==> src/rtl/stepper_pkg.sv <==
// Shared definitions for the stepper controller: CMD word layout, default
// period limits, channel FSM states and the half-step coil decode.
package stepper_pkg;

   // CMD word bit positions (the period field occupies [CNT_W-1:0])
   localparam int CMD_EN_A    = 22;
   localparam int CMD_EN_B    = 23;
   localparam int CMD_DIR     = 24;
   localparam int CMD_HALF    = 25;
   localparam int CMD_COUNTED = 26;

   // Default legal step-period range, in clocks
   localparam int DEF_MIN_PERIOD = 263158;
   localparam int DEF_MAX_PERIOD = 1000000;

   typedef enum logic [1:0] {
      ST_IDLE,
      ST_CONT,
      ST_MOVE,
      ST_DONE
   } ch_state_t;

   // Decode a half-step index into {coilA_on, coilB_on, p1, p2}.
   // Full steps S0..S3 are (p1,p2) = 00, 01, 11, 10, so p1 = h[2] and
   // p2 = h[2]^h[1]. Odd h sits between S(k) and S(k+1): the phases keep
   // the S(k) values and the coil that changes on that transition is off
   // (coil B between S0/S1 and S2/S3, coil A between S1/S2 and S3/S0).
   function automatic logic [3:0] half_step_drive(input logic [2:0] h);
      logic p1;
      logic p2;
      logic a_on;
      logic b_on;
      p1   = h[2];
      p2   = h[2] ^ h[1];
      a_on = !(h[0] && h[1]);
      b_on = !(h[0] && !h[1]);
      return {a_on, b_on, p1, p2};
   endfunction

endpackage

==> src/rtl/stepper_channel.sv <==
// One stepper channel: CMD/STEPS storage, step-period counter, half-step
// sequencer and the CONT/MOVE/DONE/IDLE control FSM.
module stepper_channel
   import stepper_pkg::*;
#(
   parameter int CNT_W      = 22,
   parameter int MIN_PERIOD = DEF_MIN_PERIOD,
   parameter int MAX_PERIOD = DEF_MAX_PERIOD
) (
   input  logic        CLK100MHZ,
   input  logic        CPU_RESETN,
   input  logic [31:0] data_in,
   input  logic        wr_cmd,
   input  logic        wr_steps,
   output logic [31:0] cmd,
   output logic [15:0] steps_remaining,
   output logic        busy,
   output logic        done,
   output logic [5:0]  ja
);

   ch_state_t        state;
   ch_state_t        state_nxt;
   logic [15:0]      steps_nxt;
   logic [CNT_W-1:0] cnt;
   logic [CNT_W-1:0] limit_p1;
   logic [2:0]       h;
   logic [2:0]       h_step;
   logic [2:0]       h_nxt;
   logic             running;
   logic             step_evt;
   logic             load_ok;
   logic [3:0]       drive;

   // Saturate a requested period into the legal range
   function automatic logic [CNT_W-1:0] clamp_period(input logic [CNT_W-1:0] period);
      logic [CNT_W-1:0] lo;
      logic [CNT_W-1:0] hi;
      lo = CNT_W'(MIN_PERIOD);
      hi = CNT_W'(MAX_PERIOD);
      if (period < lo) return lo;
      if (period > hi) return hi;
      return period;
   endfunction

   assign running  = (state == ST_CONT) || (state == ST_MOVE);
   // ">=" rather than "==" so a limit shrinking below the count fires at once
   assign step_evt = running && (cnt >= limit_p1);
   assign load_ok  = wr_steps && cmd[CMD_COUNTED];

   // CMD register holds the last word written to this channel
   always_ff @(posedge CLK100MHZ) begin
      if (!CPU_RESETN) cmd <= '0;
      else if (wr_cmd) cmd <= data_in;
   end

   // Stage p1: clamped limit, one cycle behind the CMD register
   always_ff @(posedge CLK100MHZ) begin
      if (!CPU_RESETN) limit_p1 <= CNT_W'(MIN_PERIOD);
      else             limit_p1 <= clamp_period(cmd[CNT_W-1:0]);
   end

   // Step-period counter: runs only while stepping, restarts on each event
   always_ff @(posedge CLK100MHZ) begin
      if (!CPU_RESETN)                cnt <= '0;
      else if (!running || step_evt) cnt <= '0;
      else                           cnt <= cnt + CNT_W'(1);
   end

   // Next half-step index: advance on events, round to a full step on a
   // half-to-full switch in the direction of travel
   always_comb begin
      h_step = h;
      if (step_evt) begin
         if (cmd[CMD_HALF]) h_step = cmd[CMD_DIR] ? h - 3'd1 : h + 3'd1;
         else               h_step = cmd[CMD_DIR] ? h - 3'd2 : h + 3'd2;
      end
      h_nxt = h_step;
      if (wr_cmd && !data_in[CMD_HALF] && h_step[0])
         h_nxt = data_in[CMD_DIR] ? h_step - 3'd1 : h_step + 3'd1;
   end

   // Sequencer position register
   always_ff @(posedge CLK100MHZ) begin
      if (!CPU_RESETN) h <= 3'd0;
      else             h <= h_nxt;
   end

   // FSM state and remaining-step register
   always_ff @(posedge CLK100MHZ) begin
      if (!CPU_RESETN) begin
         state           <= ST_IDLE;
         steps_remaining <= 16'd0;
      end else begin
         state           <= state_nxt;
         steps_remaining <= steps_nxt;
      end
   end

   // FSM next state; a STEPS load always beats a coincident step event
   always_comb begin
      state_nxt = state;
      steps_nxt = steps_remaining;
      case (state)
         ST_IDLE, ST_DONE: begin
            if (state == ST_DONE) state_nxt = ST_IDLE;
            if (wr_cmd && !data_in[CMD_COUNTED]) begin
               state_nxt = ST_CONT;
            end else if (load_ok) begin
               steps_nxt = data_in[15:0];
               state_nxt = (data_in[15:0] != 16'd0) ? ST_MOVE : ST_DONE;
            end
         end
         ST_CONT: begin
            if (load_ok) begin
               steps_nxt = data_in[15:0];
               state_nxt = (data_in[15:0] != 16'd0) ? ST_MOVE : ST_DONE;
            end
         end
         ST_MOVE: begin
            if (wr_cmd && !data_in[CMD_COUNTED]) begin
               state_nxt = ST_CONT;
            end else if (load_ok) begin
               steps_nxt = data_in[15:0];
               state_nxt = (data_in[15:0] != 16'd0) ? ST_MOVE : ST_DONE;
            end else if (step_evt) begin
               if (steps_remaining <= 16'd1) begin
                  steps_nxt = 16'd0;
                  state_nxt = ST_DONE;
               end else begin
                  steps_nxt = steps_remaining - 16'd1;
               end
            end
         end
         default: state_nxt = ST_IDLE;
      endcase
   end

   assign busy  = (state == ST_MOVE);
   assign done  = (state == ST_DONE);
   assign drive = half_step_drive(h);
   assign ja    = {cmd[CMD_EN_A] & drive[3], cmd[CMD_EN_B] & drive[2],
                   drive[1], ~drive[1], drive[0], ~drive[0]};

endmodule

==> src/rtl/stepper_ctrl.sv <==
// Multi-channel stepper controller: decodes register writes to channels and
// muxes the selected channel's register back onto data_out.
module stepper_ctrl
   import stepper_pkg::*;
#(
   parameter  int NUM_CH     = 2,
   parameter  int CNT_W      = 22,
   parameter  int MIN_PERIOD = DEF_MIN_PERIOD,
   parameter  int MAX_PERIOD = DEF_MAX_PERIOD,
   localparam int SEL_W      = (NUM_CH > 1) ? $clog2(NUM_CH) : 1
) (
   input  logic                CLK100MHZ,
   input  logic                CPU_RESETN,
   input  logic [31:0]         data_in,
   input  logic                new_data,
   input  logic [SEL_W-1:0]    ch_sel,
   input  logic                addr,
   output logic [31:0]         data_out,
   output logic [NUM_CH-1:0]   busy,
   output logic [NUM_CH-1:0]   done,
   output logic [6*NUM_CH-1:0] JA
);

   logic [31:0] cmd_w   [NUM_CH];
   logic [15:0] steps_w [NUM_CH];

   // A ch_sel beyond the last channel matches no instance, so the write is dropped
   for (genvar c = 0; c < NUM_CH; c++) begin : g_ch
      logic sel;
      assign sel = new_data && (ch_sel == SEL_W'(c));

      stepper_channel #(
         .CNT_W      (CNT_W),
         .MIN_PERIOD (MIN_PERIOD),
         .MAX_PERIOD (MAX_PERIOD)
      ) u_ch (
         .CLK100MHZ       (CLK100MHZ),
         .CPU_RESETN      (CPU_RESETN),
         .data_in         (data_in),
         .wr_cmd          (sel && !addr),
         .wr_steps        (sel && addr),
         .cmd             (cmd_w[c]),
         .steps_remaining (steps_w[c]),
         .busy            (busy[c]),
         .done            (done[c]),
         .ja              (JA[6*c +: 6])
      );
   end

   // Readback mux; an out-of-range channel reads as zero
   always_comb begin
      data_out = '0;
      for (int c = 0; c < NUM_CH; c++) begin
         if (ch_sel == SEL_W'(c)) data_out = addr ? {16'b0, steps_w[c]} : cmd_w[c];
      end
   end

endmodule

==> config.mk <==
export PLATFORM = sky130hd
export DESIGN_NAME = stepper_ctrl
export DESIGN_NICKNAME = d
export VERILOG_FILES = /design/src/rtl/stepper_pkg.sv /design/src/rtl/stepper_channel.sv /design/src/rtl/stepper_ctrl.sv
export SDC_FILE = /design/constraint.sdc
export NUM_CORES = 1
export LEC_CHECK = 0
export BUFFER_PORTS_ARGS = -buffer_cell sky130_fd_sc_hd__buf_2
export CORE_MARGIN = 5
export CORE_UTILIZATION = 50
export DETAILED_ROUTE_END_ITERATION = 8
export PLACE_DENSITY = 0.71
export SETUP_SLACK_MARGIN = 0.2
export SKIP_CTS_REPAIR_TIMING = 1
export SYNTH_ARGS = -nofsm -noshare
export SYNTH_HDL_FRONTEND = slang
export SYNTH_SLANG_ARGS = --single-unit
==> constraint.sdc <==
create_clock -name CLK100MHZ -period 3.3 [get_ports CLK100MHZ]
set_clock_uncertainty 0.15 [all_clocks]
set_input_delay 0.165 -clock CLK100MHZ [delete_from_list [all_inputs] [get_ports CLK100MHZ]]
set_output_delay 0.165 -clock CLK100MHZ [all_outputs]
set_load 0.05 [all_outputs]
## After elaboration in Yosys (flattened, before gate mapping)

Cells that the tools add are included.

| operators by class | value |
|---|---|
| eq/ne operators | 20 |
| $add $sub $neg | 16 |
| reduce and logical (&&, ||, !) cells | 46 |
| multiplexer cells | 66 |
| $lt $le $gt $ge | 8 |
| bitwise logic cells | 12 |

Operator list:

| operator | number |
|---|---|
| $mux 16 | 12 |
| $mux 22 | 8 |
| $mux 32 | 3 |
| $pmux 16 s3 | 2 |
| $add 22x1->22 const B | 2 |
| $ge 22x22->1 | 2 |
| $gt 22x20->1 const B | 2 |
| $lt 22x19->1 const B | 2 |
| $mux 3 | 12 |
| $le 16x1->1 const B | 2 |
| $mux 2 | 16 |
| $sub 16x1->16 const B | 2 |
| $logic_and 1x1->1 | 20 |
| $ne 4x4->1 const B | 4 |
| $reduce_bool 16->1 | 1 |
| $add 3x1->3 const B | 4 |
| $pmux 2 s3 | 2 |
| $sub 3x1->3 const B | 4 |
| $logic_not 1->1 | 11 |
| $mux 1 | 11 |
| $eq 2x2->1 const B | 4 |
| $ne 2x2->1 const B | 4 |
| $ne 4x1->1 const B | 2 |
| $reduce_and 4->1 | 2 |
| other kinds (12) | 34 |

| storage, ports and cells | value |
|---|---|
| register bits after elaboration | 194 |
| bits of input ports | 37 |
| logic and storage cells | 180 |
| output and inout bits | 48 |

## Depth between registers and ports, before layout

| logic depth | value |
|---|---|
| word-level depth | 7 |
| depth in mapped cells | 14 |
| mapped depth without buffers | 14 |

## By module

From an unflattened synthesis, not the netlist that was laid out.

| unflattened totals | value |
|---|---|
| cells, all modules | 1218 |
| area total of the unflattened synthesis | 10681.5 um^2 |

Modules (own cells, without submodules):

| module | cells each | sequential area each (um^2) | area an instance (um^2) | instances |
|---|---|---|---|---|
| stepper_channel (g_ch[0].u_ch) | 584 | 1941.9 | 5008.6 | 1 |
| stepper_channel (g_ch[1].u_ch) | 573 | 1941.9 | 4972.3 | 1 |
| stepper_ctrl | 61 | 0.0 | 700.7 | 1 |

## Least setup slack after synthesis

No wires, ideal clock.

| timing path | value |
|---|---|
| kind | register to register |
| from | reg g_ch[0].u_ch.cnt[7] |
| to | reg g_ch[0].u_ch.h[2] |
| path buffers | 0 |
| period minus slack after synthesis | 3499 ps |
| required time | 3027 ps |
| data arrival time | 3226 ps |
| setup time | 123 ps |
| slack | -199 ps |
| stages on the path, launching flop included | 12 |
| cell sequence | dfxtp_1 > ha_1 > and3_1 > o21ai_1 > a2111o_1 > o211a_4 > or3_4 > and2_1 > fa_1 > xor2_1 > a2111oi_4 > mux2_1 |

| on the way | value |
|---|---|
| cells in the longest elaborated chain, start to end | 6 |
| elaborated cells on any way between the ends | 8 |
| those cells by class | 2 x add/sub; 1 x order compare; 3 x mux; 2 x reduce/logical |

Ends and longest elaborated chain:

| element | RTL line | RTL |
|---|---|---|
| from (decl) | stepper_channel.sv:25 | `logic [CNT_W-1:0] cnt;` |
| from (signal assigned) | stepper_channel.sv:67 | `else cnt <= cnt + CNT_W'(1);` |
| $ge 22x22->1 * | stepper_channel.sv:48 | `assign step_evt = running && (cnt >= limit_p1);` |
| $logic_and 1x1->1 * | stepper_channel.sv:48 |  |
| $mux 3 * | stepper_channel.sv:74 | `if (step_evt) begin` |
| $add 3x1->3 / $sub 3x1->3 (equally long branches) | stepper_channel.sv:80 | `h_nxt = data_in[CMD_DIR] ? h_step - 3'd1 : h_step + 3'd1;` |
| $mux 3 | stepper_channel.sv:80 |  |
| $mux 3 * | stepper_channel.sv:79 | `if (wr_cmd && !data_in[CMD_HALF] && h_step[0])` |
| to (signal assigned) | stepper_channel.sv:86 | `else h <= h_nxt;` |
| to (decl) | stepper_channel.sv:27 | `logic [2:0] h;` |

Every way passes the cells marked *; elsewhere a longest branch is shown, timed or not.
A chain may end at the register's enable or synchronous reset.

## Final worst setup path

| timing path | value |
|---|---|
| from | reg g_ch[0].u_ch.limit_p1[7] |
| to | reg g_ch[0].u_ch.h[2] |

| on the way | value |
|---|---|
| cells in the longest elaborated chain, start to end | 6 |
| elaborated cells on any way between the ends | 8 |
| those cells by class | 2 x add/sub; 1 x order compare; 3 x mux; 2 x reduce/logical |

Ends and longest elaborated chain:

| element | RTL line | RTL |
|---|---|---|
| from (decl) | stepper_channel.sv:26 | `logic [CNT_W-1:0] limit_p1;` |
| from (signal assigned) | stepper_channel.sv:59 | `if (!CPU_RESETN) limit_p1 <= CNT_W'(MIN_PERIOD);` |
| from (signal assigned) | stepper_channel.sv:60 | `else limit_p1 <= clamp_period(cmd[CNT_W-1:0]);` |
| $ge 22x22->1 * | stepper_channel.sv:48 |  |
| $logic_and 1x1->1 * | stepper_channel.sv:48 |  |
| $mux 3 * | stepper_channel.sv:74 |  |
| $add 3x1->3 / $sub 3x1->3 (equally long branches) | stepper_channel.sv:80 |  |
| $mux 3 | stepper_channel.sv:80 |  |
| $mux 3 * | stepper_channel.sv:79 |  |

Marks and branches as above.

==> impl_metrics.yaml <==
power_and_ir_drop:
  p_leak_nw: 5.01
  p_total_mw: 4.82
  max-vdd-ir-drop_uv: 379
  power_density_nw_per_um2: 394
detailed_routing:
  ant_nets: 0
  drt_first_pass_iters: 5
  routed_wl_mm: 27.9
  avgRoutedWirePerCell_um: 16.7
  drc: 0
  drt_first_iter_violations: 851
  viasPerCell: 5.61
  via_count: 9368
synth:
  syn_area_um2: 10200
  synth_top_area_share_pct: 38.0
  ys.flop_type: "dfxtp_1"
  synth_edf_count: 0
  synth.avg_cell_area_um2: 8.19
  ys_ff_latch: 194
  yosys.cell_types.count: 68
  synth_top_area_cell: "dfxtp_1"
  async_flop_share_pct: 0
  ys_seq_area_share_pct: 38.0
  yosysWarningCount: 0
  synthCells: 1249
  netlist_top_cells_area: "dfxtp_1 (38%), nand2_1 (7.7%), ha_1 (6.9%)"
timing:
  fmax_mhz: 289
  finalHoldViolCount: 0
  slew_headroom_pct: 39.8
  finalCriticalPeriod_ns: 3.46
  holdWs_ns: 0.144
  period_share_pct: 105
  setup_viol: 1
  finalWorstSetupSlack_ns: -0.159
  final_max_slew_viol_count: 0
  worst_pin_slew_ns: 0.899
  rsz0062_at_grt: "true"
critical_path:
  crit_type: "reg -> reg"
  ff2ff_path_depth: 12
  reg2reg_from: "g_ch[0].u_ch.limit_p1[7]"
  path_max_fanout: 2
  start_kind: "flip-flop"
  reg2reg_slack_ns: -0.16
  crit_arrival_ns: 3.64
  r2r_end: "g_ch[0].u_ch.h[2]"
  critPathLaunch: "g_ch[0].u_ch.limit_p1[7]"
  cp.required_ns: 3.48
  endpoint_kind: "flip-flop"
cts:
  clock_latency_ns: 0.44
  cts_buffer_depth: 2
  clk_root_buffer_cell: "clkbuf_16"
  numCtsBuffers: 17
  clk_pin_slew_ns: 0.07
  cts_tree: "yes"
  cts_htree_levels: 4
  cts.sinks: 194
floorplan:
  initial_core_util_pct: 50.7
  die_w_um: 153
  die_y_um: 153
  row_count: 52
  dieArea_um2: 23400
  core_area_um2: 20200
  pin_count: 85
layout:
  areaGrowthSynthToFinish_pct: 19.6
  finalInstanceArea_um2: 12200
  drive_gt1_share_pct: 16.6
  finalNetCount: 1485
  fillerInstances: 1793
  antenna_cells: 0
global_routing:
  antenna_found_initial: 0
  grt_usage_pct: 22.8
  grt_max_degree: 53
  grt_overflow_total: 0
  grt_pass1_wl_mm: 43.9
  grt_pass1_vias: 8619
placement:
  dp_slack_ns: -0.129
  io_buffers: 84
  post-dp-hpwl_mm: 20.0
  place_congestion: 0.925
  placed_area_um2: 11200
hold_path:
  min_path_type: "in -> reg"
  hold_depth: 4
  min_from: "new_data"
  whs_endpoint: "g_ch[0].u_ch.cmd[27]"
run:
  cap_violations: 0
run_status:
  violations: "setup timing"
  status: "finished, violations left"
cells in the mapped netlist (20+ instances only):
library cell and number:
inv_1 74, nor2_1 121, xor2_1 36, a21oi_1 119, clkbuf_1 44, nor3_1 43, ha_1 56, nand3_1 23
nand4_1 20, nand2_1 211, o21ai_0 23, dfxtp_1 194, mux2i_1 21
sequential cells by signal (all words and copies together), names as in the netlist:
| signal | flops |
|---|---|
| g_ch.u_ch.limit_p1 | 44 |
| g_ch.u_ch.state | 4 |
| g_ch.u_ch.h | 6 |
| g_ch.u_ch.cmd | 64 |
| g_ch.u_ch.cnt | 44 |
| g_ch.u_ch.steps_remaining | 32 |
routing by layer:
metal | vias up | track usage (%) | share of wire (%)
li1 | 4601 | - | -
met1 | 4409 | 30.4 | 44
met2 | 310 | 37.1 | 47
met3 | 48 | 4.41 | 6.2
met4 | 0 | 8.27 | 2.6
met5 | - | 0 | 0
layout make-up:
| class | instances | area, µm² | area share, % |
|---|---|---|---|
| clock buffers | 20 | 467 | 3.82 |
| clock inverters | 11 | 80.1 | 0.655 |
| inverters | 74 | 278 | 2.27 |
| multi-input cells | 922 | 5950 | 48.6 |
| flip-flops and latches | 194 | 3890 | 31.8 |
| well taps | 270 | 338 | 2.76 |
| repair buffers | 179 | 1230 | 10.0 |
power breakdown:
| group | switching (mW) | total, mW | internal (mW) |
|---|---|---|---|
| Combinational | 0.278 | 0.439 | 0.161 |
| Sequential | 0.0463 | 2.44 | 2.39 |
| Clock | 0.923 | 1.95 | 1.02 |
| Total | 1.25 | 4.82 | 3.57 |
worst max-delay path: stages, from the launching register on:
cell	delay, ns
dfxtp_2	0.33
inv_2	0.04
ha_4	0.26
and3_4	0.17
o21ai_2	0.05
a2111o_1	0.44
o211a_4	0.28
or3_4	0.33
and2_4	0.17
fa_2	0.35
xor2_2	0.16
a2111oi_4	0.29
mux2_4	0.33
cell families after synthesis:
family                   share of synthesized area (%)
XOR/XNOR                                          4.45
AND/OR/NAND/NOR                                   22.7
other                                           0.0367
AO/OA/AOI/OAI                                     16.1
multiplexers                                      5.80
flip-flops                                        38.0
adder cells (fa/ha/maj)                           7.63
buffers and inverters                             5.31
stage by stage:
step | utilization (%) | std cells | setup TNS [ns]
after global placement | 55.6 | 1601 | -0.0832
after CTS | 58.3 | 1632 | -0.250
after global routing | 60.6 | 1670 | -0.378
final | 60.6 | 1670 | -0.159
after floorplan | - | 1252 | -0.0577
after detailed placement | 55.6 | 1601 | -0.208
how the worst max path moves through the flow:
| stage | endpoint | slack [ns] | cells after the start |
|---|---|---|---|
| global placement | g_ch[0].u_ch.h[2] | -0.08 | 12 |
| finish | g_ch[0].u_ch.h[2] | -0.16 | 12 |
| floorplan | g_ch[0].u_ch.h[2] | -0.06 | 11 |
| detailed placement | g_ch[0].u_ch.h[2] | -0.13 | 12 |
| global route | g_ch[0].u_ch.h[2] | -0.28 | 11 |
| CTS | g_ch[0].u_ch.h[2] | -0.15 | 12 |
placed cells by master (no fill, tap or decap), types with 11 or more instances in the layout:
| cell type | instances |
|---|---|
| nand3_1 | 22 |
| ha_1 | 54 |
| a21o_1 | 18 |
| buf_4 | 61 |
| dfxtp_1 | 189 |
| nand4_1 | 20 |
| nand2b_1 | 13 |
| a21oi_1 | 119 |
| nand2_1 | 211 |
| inv_1 | 70 |
| dlygate4sd3_1 | 33 |
| buf_2 | 84 |
| mux4_2 | 16 |
| o21ai_1 | 15 |
| mux2i_1 | 21 |
| nor4_1 | 12 |
| o31ai_1 | 13 |
| nor3_1 | 41 |
| xnor2_1 | 16 |
| or3_1 | 11 |
| and2_1 | 17 |
| o21ai_0 | 22 |
| xor2_1 | 35 |
| nor2_1 | 119 |
| clkbuf_16 | 17 |
No activity file was read; power rests on OpenSTA's default activity.
